$ cat src/rtl/clock_run_ctrl.sv
// -----------------------------------------------------------------------------
// clock_run_ctrl
//
// Run-control sequencer for the CPU clock generator. It decides when the
// generator's ENABLE is high: continuous run, single step, N-cycle burst,
// host halt or CPU-initiated halt. It also counts the enabled cycles for
// bring-up and test.
//
// Ports
//   CLOCK        in   free-running reference clock, rising-edge active
//   RESET        in   asynchronous, active-high reset
//   RUN          in   level, continuous-run request
//   STEP         in   pulse, run exactly one enabled cycle
//   BURST_GO     in   pulse, run BURST_LEN enabled cycles
//   BURST_LEN    in   burst length, sampled only together with BURST_GO
//   HALT_REQ     in   host stop / halt acknowledge
//   CPU_HALT     in   CPU has executed a halt instruction
//   CLEAR_CNT    in   synchronous clear of CYCLE_COUNT
//   ENABLE       out  registered enable to the clock generator
//   BUSY         out  high whenever STATE is not IDLE
//   DONE         out  one-cycle completion pulse
//   CYCLE_COUNT  out  number of cycles with ENABLE=1 (wraps)
//   STATE        out  IDLE=00, RUN=01, BURST=10, HALTED=11
// -----------------------------------------------------------------------------
module clock_run_ctrl #(
  parameter int CNT_WIDTH   = 32,
  parameter int BURST_WIDTH = 16
) (
  input  logic                   CLOCK,
  input  logic                   RESET,
  input  logic                   RUN,
  input  logic                   STEP,
  input  logic                   BURST_GO,
  input  logic [BURST_WIDTH-1:0] BURST_LEN,
  input  logic                   HALT_REQ,
  input  logic                   CPU_HALT,
  input  logic                   CLEAR_CNT,
  output logic                   ENABLE,
  output logic                   BUSY,
  output logic                   DONE,
  output logic [CNT_WIDTH-1:0]   CYCLE_COUNT,
  output logic [1:0]             STATE
);

  typedef enum logic [1:0] {
    ST_IDLE   = 2'b00,
    ST_RUN    = 2'b01,
    ST_BURST  = 2'b10,
    ST_HALTED = 2'b11
  } state_t;

  localparam logic [BURST_WIDTH-1:0] REM_ZERO = {BURST_WIDTH{1'b0}};
  localparam logic [BURST_WIDTH-1:0] REM_ONE  = {{(BURST_WIDTH-1){1'b0}}, 1'b1};
  localparam logic [CNT_WIDTH-1:0]   CNT_ZERO = {CNT_WIDTH{1'b0}};
  localparam logic [CNT_WIDTH-1:0]   CNT_ONE  = {{(CNT_WIDTH-1){1'b0}}, 1'b1};

  state_t                 state_r;
  state_t                 state_s;
  logic [BURST_WIDTH-1:0] rem_r;
  logic [BURST_WIDTH-1:0] rem_s;
  logic                   done_s;
  logic                   enable_r;
  logic                   busy_r;
  logic                   done_r;
  logic [CNT_WIDTH-1:0]   count_r;

  // Helper: states in which the clock generator is enabled.
  function automatic logic is_enabled_state(input state_t st);
    is_enabled_state = (st == ST_RUN) || (st == ST_BURST);
  endfunction

  // Next-state, remaining-count and completion-event decode.
  always_comb begin
    state_s = state_r;
    rem_s   = rem_r;
    done_s  = 1'b0;
    case (state_r)
      ST_IDLE: begin
        if (HALT_REQ) begin
          state_s = ST_IDLE;
        end else if (BURST_GO) begin
          if (BURST_LEN == REM_ZERO) begin
            // Zero-length burst completes at once without enabling.
            done_s = 1'b1;
          end else begin
            rem_s   = BURST_LEN;
            state_s = ST_BURST;
          end
        end else if (STEP) begin
          rem_s   = REM_ONE;
          state_s = ST_BURST;
        end else if (RUN) begin
          state_s = ST_RUN;
        end else begin
          state_s = ST_IDLE;
        end
      end
      ST_RUN: begin
        if (CPU_HALT) begin
          state_s = ST_HALTED;
          rem_s   = REM_ZERO;
          done_s  = 1'b1;
        end else if (HALT_REQ) begin
          state_s = ST_IDLE;
          rem_s   = REM_ZERO;
          done_s  = 1'b1;
        end else if (!RUN) begin
          state_s = ST_IDLE;
          done_s  = 1'b1;
        end else begin
          state_s = ST_RUN;
        end
      end
      ST_BURST: begin
        // Halts take their own path even on the final burst cycle, so the
        // burst end and the halt share one DONE pulse.
        if (CPU_HALT) begin
          state_s = ST_HALTED;
          rem_s   = REM_ZERO;
          done_s  = 1'b1;
        end else if (HALT_REQ) begin
          state_s = ST_IDLE;
          rem_s   = REM_ZERO;
          done_s  = 1'b1;
        end else if (rem_r <= REM_ONE) begin
          // A zero remaining count is unreachable; treat it as the last cycle.
          state_s = ST_IDLE;
          rem_s   = REM_ZERO;
          done_s  = 1'b1;
        end else begin
          state_s = ST_BURST;
          rem_s   = rem_r - REM_ONE;
        end
      end
      ST_HALTED: begin
        if (HALT_REQ) begin
          state_s = ST_IDLE;
        end else begin
          state_s = ST_HALTED;
        end
      end
      default: begin
        state_s = ST_IDLE;
        rem_s   = REM_ZERO;
      end
    endcase
  end

  // State and remaining-count registers.
  always_ff @(posedge CLOCK or posedge RESET) begin
    if (RESET) begin
      state_r <= ST_IDLE;
      rem_r   <= REM_ZERO;
    end else begin
      state_r <= state_s;
      rem_r   <= rem_s;
    end
  end

  // Registered Moore outputs, aligned with the state register.
  // A completion request while DONE is already high (only possible for a
  // zero-length burst right after another completion) is absorbed into the
  // current pulse so DONE never stays high for two cycles.
  always_ff @(posedge CLOCK or posedge RESET) begin
    if (RESET) begin
      enable_r <= 1'b0;
      busy_r   <= 1'b0;
      done_r   <= 1'b0;
    end else begin
      enable_r <= is_enabled_state(state_s);
      busy_r   <= (state_s != ST_IDLE);
      done_r   <= done_s & ~done_r;
    end
  end

  // Enabled-cycle counter; clear wins over increment.
  always_ff @(posedge CLOCK or posedge RESET) begin
    if (RESET) begin
      count_r <= CNT_ZERO;
    end else if (CLEAR_CNT) begin
      count_r <= CNT_ZERO;
    end else if (enable_r) begin
      count_r <= count_r + CNT_ONE;
    end else begin
      count_r <= count_r;
    end
  end

  assign ENABLE      = enable_r;
  assign BUSY        = busy_r;
  assign DONE        = done_r;
  assign CYCLE_COUNT = count_r;
  assign STATE       = state_r;

endmodule
$ cat config.mk
export PLATFORM = sky130hd
export DESIGN_NAME = clock_run_ctrl
export DESIGN_NICKNAME = d
export VERILOG_FILES = /design/src/rtl/clock_run_ctrl.sv
export SDC_FILE = /design/constraint.sdc
export NUM_CORES = 1
export LEC_CHECK = 0
export CORE_MARGIN = 4
export CORE_UTILIZATION = 45
export DETAILED_ROUTE_END_ITERATION = 10
export PLACE_DENSITY = 0.73
export SLEW_MARGIN = 20
export SYNTH_ARGS = -nofsm -noshare
export SYNTH_HDL_FRONTEND = slang
export SYNTH_SLANG_ARGS = --single-unit
$ cat constraint.sdc
create_clock -name CLOCK -period 3.3 [get_ports CLOCK]
set_clock_uncertainty 0.15 [all_clocks]
set_input_delay 0.66 -clock CLOCK [delete_from_list [all_inputs] [get_ports CLOCK]]
set_output_delay 0.66 -clock CLOCK [all_outputs]
set_load 0.05 [all_outputs]
==> results of run 1 <==
## power by group
part	internal [mW]	switching [mW]	total, mW
registers	0.783	0.192	0.975
logic	0.508	0.805	1.31
clock network	0.151	0.210	0.361
## registers in the layout (all words and copies together), names as in the netlist
register and cells:
DONE 1, STATE 2, BUSY 1, CYCLE_COUNT 32
ENABLE 1, rem_r 16
## worst paths after layout
kind | to | depth (start not counted) | from
hold / removal | DONE | 1 | DONE
setup reg to reg | rem_r[13] | 7 | STATE[0]
max in group asynchronous | rem_r[12] | 3 | RESET
min in group asynchronous | BUSY | 2 | RESET
hold reg to reg | DONE | 1 | DONE
setup / recovery | ENABLE | 7 | BURST_LEN[3]
## synth_stat cells (3+ instances only)
cell / number / share of area [%]
xnor2_1: 6 / 1.7
clkbuf_1: 5 / 0.59
inv_1: 17 / 2.0
nand2_1: 20 / 2.4
ha_1: 9 / 3.5
o22ai_1: 6 / 1.2
o21ai_0: 19 / 3.0
a32oi_1: 7 / 1.9
buf_2: 6 / 0.95
and4_1: 5 / 1.4
nand3_1: 13 / 2.0
a22oi_1: 4 / 0.95
xor2_1: 20 / 5.5
nor4_1: 6 / 1.2
dfrtp_1: 53 / 42
nor3_1: 7 / 1.1
nor2_1: 41 / 4.8
or3_1: 6 / 1.2
nand4_1: 13 / 2.6
buf_6: 3 / 1.1
a21oi_1: 13 / 2.0
and3_1: 10 / 2.0
o2bb2ai_1: 6 / 1.7
## metrics by stage
step,instances,setup WS [ps]
4_1_cts,498,690.9
6_report,498,647.9
3_5_place_dp,490,356.2
5_1_grt,498,452.9
3_3_place_gp,490,416.1
2_1_floorplan,341,885.9
## cells by family (layout without fill, tap and decap cells)
| logic type | count (synthesis) | after routing | share of synthesized area [%] |
|---|---|---|---|
| compound gates | 76 | 76 | 16.63 |
| flops | 53 | 53 | 41.78 |
| xor+xnor | 26 | 26 | 7.174 |
| fa+ha+maj | 9 | 9 | 3.548 |
| simple gates | 143 | 143 | 25.46 |
| buf+inv | 33 | 94 | 5.085 |
| mux | 1 | 1 | 0.3153 |
## worst max-delay path: stages
cell             delay [ps]
clkdlybuf4s50_1         430
or4_4                   550
nor3b_2                 230
a32oi_1                 130
o21ai_0                 240
o21ai_0                 140
ha_1                    310
## layer usage
layer | GRT usage, % | vias to the layer above | routed length, um
li1 | - | 1358 | -
met1 | 25.48 | 1339 | 3445
met2 | 29.93 | 93 | 3508
met3 | 3.774 | 8 | 507
met4 | 5.446 | 0 | 97
met5 | 0 | - | 0
## final cells by class
type,count,area [um^2],share of cell area (%)
well taps,96,120.1,3.042
clock inverters,1,7.507,0.1901
multi-input cells,255,1687,42.71
flip-flops and latches,53,1326,33.59
clock buffers,7,76.32,1.933
inverters,17,63.81,1.616
repair buffers,69,668.1,16.92
==> impl_metrics.py, run 1 <==
metrics = {
    "clock_network": {
        "hold_buffers": 0,
        "cts.htree.levels": 2,
        "clock-sinks": 53,
        "cts_tree": "yes",
        "clockRootBuffer": "clkbuf_8",
        "post_cts_buffers": 0,
        "insertion_delay_ps": 300,
        "clockBufferDepth": 2,
        "numCtsBuffers": 5,
        "clk_pin_slew_worst_paths_ps": 90,
        "cts_resized": 0,
    },
    "timing": {
        "rsz0062_at_grt": "false",
        "fin_crit_sh_pct": 80.37,
        "slew_viol_final": 0,
        "max_slew_margin_pct": 62.77,
        "worst_pin_slew_ps": 553.3,
        "finalCriticalPeriod_ps": 2652,
        "hold_violations": 0,
        "fmax_mhz": 377.1,
        "tns_ps": 0,
        "finalHoldWorstSlack_ps": 284.7,
        "setup_viol": 0,
    },
    "grt": {
        "antenna_found_initial": 0,
        "first_global_vias": 2721,
        "grt_pass1_wl_um": 12920,
        "grt_max_degree": 33,
        "grt_usage_pct": 18.63,
        "grt-ovfl-total": 0,
    },
    "floorplanning": {
        "ios": 61,
        "die_h_um": 91.99,
        "die_area_um2": 8462,
        "num_rows": 30,
        "die_w_um": 91.99,
        "initial_core_util_pct": 46.47,
        "core_region_area_um2": 6832,
    },
    "routing": {
        "ant_nets": 0,
        "drt_iter0_markers": 117,
        "viasPerCell": 5.618,
        "drc_errors": 0,
        "routedWlPerCell_um": 15.18,
        "firstDrtPassIters": 4,
        "finalWirelength_um": 7559,
        "vias": 2798,
    },
    "synth": {
        "synth_edf_count": 0,
        "syn_nets": 374,
        "async_flop_share_pct": 100.0,
        "synthCells": 341,
        "syn_avg_cell_area_um2": 9.309,
        "syn-cell-area_um2": 3174,
        "ys_warn_count": 0,
        "synth-main-ff-cell": "dfrtp_1",
        "ys_seq_elements": 53,
        "seq_area_frac_synth_pct": 41.78,
        "netlist-cell-type-count": 59,
    },
    "final_layout": {
        "final_cell_mix": "clkdlybuf4s50_1 (60), dfrtp_1 (53), nor2_1 (41)",
        "nets": 434,
        "antenna_cells": 0,
        "final_util_pct": 57.80,
        "num-fill-cells": 642,
        "fin_area_um2": 3949,
        "drive_gt1_share_pct": 7.960,
        "area_growth_syn_to_layout_pct": 24.40,
        "mostFrequentLayoutCell": "clkdlybuf4s50_1",
    },
    "worst_hold_path": {
        "hp-class": "reg -> reg",
    },
    "worst_setup_path": {
        "cp-end-kind": "flip-flop",
        "ff2ff_setup_slack_ps": 860,
        "crit_path_start_kind": "primary input",
        "worstPathArrival_ps": 2700,
        "cp_max_fo": 3,
        "required_ps": 3350,
        "worst-setup-path-type": "in -> reg",
    },
    "place": {
        "dpl_cell_area_um2": 3865,
        "io_buffers": 60,
        "hpwl_um": 5654,
        "gp_congestion": 0.9094,
    },
    "power": {
        "total_power_mw": 2.649,
        "p_leak_nw": 1.625,
        "powerDensity_nw_per_um2": 670.9,
        "peakVddDrop_uv": 514.3,
    },
    "outcome": {
        "status": "complete, no violations",
    },
    "flow_run": {
        "cap_violations": 0,
    },
}
Power figures use the tool's default switching activity.
==> inputs of run 2 (changes only) <==
Settings changed: PLACE_DENSITY 0.73 to 0.76.
Clock period 3.3 ns to 2.2 ns, I/O delays scaled along.
==> run 2 against run 1 <==
The flow now finishes with violations (setup timing). Critical path type unchanged. Core utilization is 5.5 points higher. Sequential power is 44% higher. Sequential share of layout area is 2.9 points lower. Wire length is 5.5% higher. First-iteration DRC count is 73% higher.
==> impl_metrics.py, run 2 (synthesis gave the netlist of run 1 again) <==
metrics = {
    "worst_hold_path": {
        "hp-class": "in -> async",
    },
    "timing": {
        "fmax_mhz": 452.3,
        "finalCriticalPeriod_ps": 2211,
        "setup_viol": 1,
        "fin_crit_sh_pct": 100.5,
        "worst_pin_slew_ps": 642.5,
        "worst_slack_ps": -10.76,
        "slew_viol_final": 0,
        "hold_violations": 0,
        "max_slew_margin_pct": 56.77,
        "rsz0062_at_grt": "true",
    },
    "routing": {
        "ant_nets": 0,
        "drt_iter0_markers": 202,
        "vias": 2995,
        "routedWlPerCell_um": 14.98,
        "firstDrtPassIters": 5,
        "finalWirelength_um": 7972,
        "viasPerCell": 5.630,
        "drc_errors": 0,
    },
    "floorplanning": {
        "die_area_um2": 8462,
        "die_w_um": 91.99,
        "initial_core_util_pct": 46.47,
        "ios": 61,
        "die_h_um": 91.99,
        "core_region_area_um2": 6832,
        "num_rows": 30,
    },
    "grt": {
        "grt-ovfl-total": 0,
        "first_global_vias": 2830,
        "antenna_found_initial": 0,
        "grt_max_degree": 33,
        "grt_usage_pct": 19.28,
        "grt_pass1_wl_um": 13410,
    },
    "outcome": {
        "status": "finished with violations",
        "failed_checks": "setup timing",
    },
    "final_layout": {
        "final_cell_mix": "dfrtp_1 (51), buf_4 (50), nor2_1 (41)",
        "multi_input_area_um2": 1780,
        "final_util_pct": 63.32,
        "area_growth_syn_to_layout_pct": 36.26,
        "num-fill-cells": 575,
        "largest_reg_flops": 32,
        "nets": 468,
        "mostFrequentLayoutCell": "dfrtp_1",
        "fin_area_um2": 4325,
        "drive_gt1_share_pct": 21.10,
        "seqCellArea_um2": 1329,
        "antenna_cells": 0,
    },
    "worst_setup_path": {
        "regToRegStartpoint": "STATE[1]",
        "r2r_cells": 8,
        "crit_start": "BURST_LEN[14]",
        "cp_max_fo": 3,
        "endpoint": "ENABLE",
        "worst-setup-path-type": "in -> reg",
        "required_ps": 2250,
        "ff2ff_setup_slack_ps": 150,
        "crit_path_start_kind": "primary input",
        "worstPathArrival_ps": 2260,
        "cp-end-kind": "flip-flop",
        "r2r-end": "rem_r[6]",
    },
    "power": {
        "peakVddDrop_uv": 892.2,
        "powerDensity_nw_per_um2": 1025,
        "p_leak_nw": 2.059,
    },
    "clock_network": {
        "insertion_delay_ps": 310,
        "cts.htree.levels": 2,
        "clock-sinks": 53,
        "clockBufferDepth": 2,
        "clockRootBuffer": "clkbuf_8",
        "clk_pin_slew_worst_paths_ps": 100,
        "cts_tree": "yes",
        "numCtsBuffers": 5,
    },
    "flow_run": {
        "cap_violations": 0,
    },
    "place": {
        "dpl_cell_area_um2": 4123,
        "hpwl_um": 5923,
        "gp_congestion": 0.9637,
        "io_buffers": 60,
    },
}
==> run 2: changes by cell type in the layout (fill, tap and decap cells not counted), moves of 3 or more <==
| cell | before | now |
|---|---|---|
| nor4_1 | 6 | 2 |
| nor4_2 | 1 | 4 |
| o21ai_0 | 19 | 16 |
| o21ai_1 | 1 | 4 |
| buf_4 | 9 | 50 |
| dlymetal6s2s_1 | 0 | 11 |
| dlygate4sd2_1 | 0 | 9 |
| clkdlybuf4s50_1 | 60 | 31 |
==> run 2: layout make-up <==
class / instances / area share [%]
Clock buffer: 5 / 1.591
Sequential cell: 53 / 30.72
Multi-Input combinational cell: 255 / 41.16
Timing Repair Buffer: 103 / 21.78
Clock inverter: 3 / 0.4918
Inverter: 17 / 1.475
Tap cell: 96 / 2.777
==> run 2: worst min-delay path by stage <==
stage	to	slack, ps	start	depth (start not counted)
final	CYCLE_COUNT[3]	300	RESET	3
after global routing	CYCLE_COUNT[3]	310	RESET	3
after CTS	CYCLE_COUNT[3]	300	RESET	3
after detailed placement	DONE	290	DONE	1
after global placement	DONE	290	DONE	1
after floorplan	rem_r[15]	330	rem_r[15]	1
==> run 2: metrics by stage <==
step / power, mW / cells / setup slack [ps] / TNS (ps) / hold WS [ps]
3_5_place_dp: 3.711 / 522 / -572.1 / -6262 / 294.1
6_report: 4.434 / 532 / -10.76 / -10.76 / 299.1
2_1_floorplan: 2.964 / 341 / 26.68 / 0 / 328.3
5_1_grt: 4.772 / 532 / -48.67 / -48.67 / 305.9
4_1_cts: 4.314 / 531 / 4.289 / 0 / 297.8
3_3_place_gp: 3.674 / 522 / -454.0 / -5107 / 290.6
==> run 2: repair_timing <==
action / in CTS / in global routing
endpoints found under the setup margin: 5 / 28
gates resized for setup: 15 / 22
hold buffers: 0 / 0
buffers inserted: 1 / 1
pin swaps: 7 / 6
==> run 2: critical path, cell delays in order <==
cell	delay (ps)
dlygate4sd2_1	240
or4_4	560
nor3b_4	240
a32oi_1	140
o21ai_1	220
o21ai_1	100
ha_1	310
==> run 2: layer usage <==
| layer | GRT usage, % | vias to the layer above | wire length [um] |
|---|---|---|---|
| met5 | 0 | - | 0 |
| met4 | 5.198 | 0 | 94 |
| met3 | 3.610 | 12 | 461 |
| met2 | 34.12 | 112 | 4015 |
| met1 | 24.01 | 1446 | 3401 |
| li1 | - | 1425 | - |
==> run 2: where the power goes <==
part           leakage (nW)  internal [mW]  switching, mW  total, mW
Sequential            0.716           1.18          0.221       1.40
Clock                0.0445          0.227          0.334      0.561
Combinational          1.30           1.06           1.41       2.47
Total                  2.06           2.47           1.97       4.43
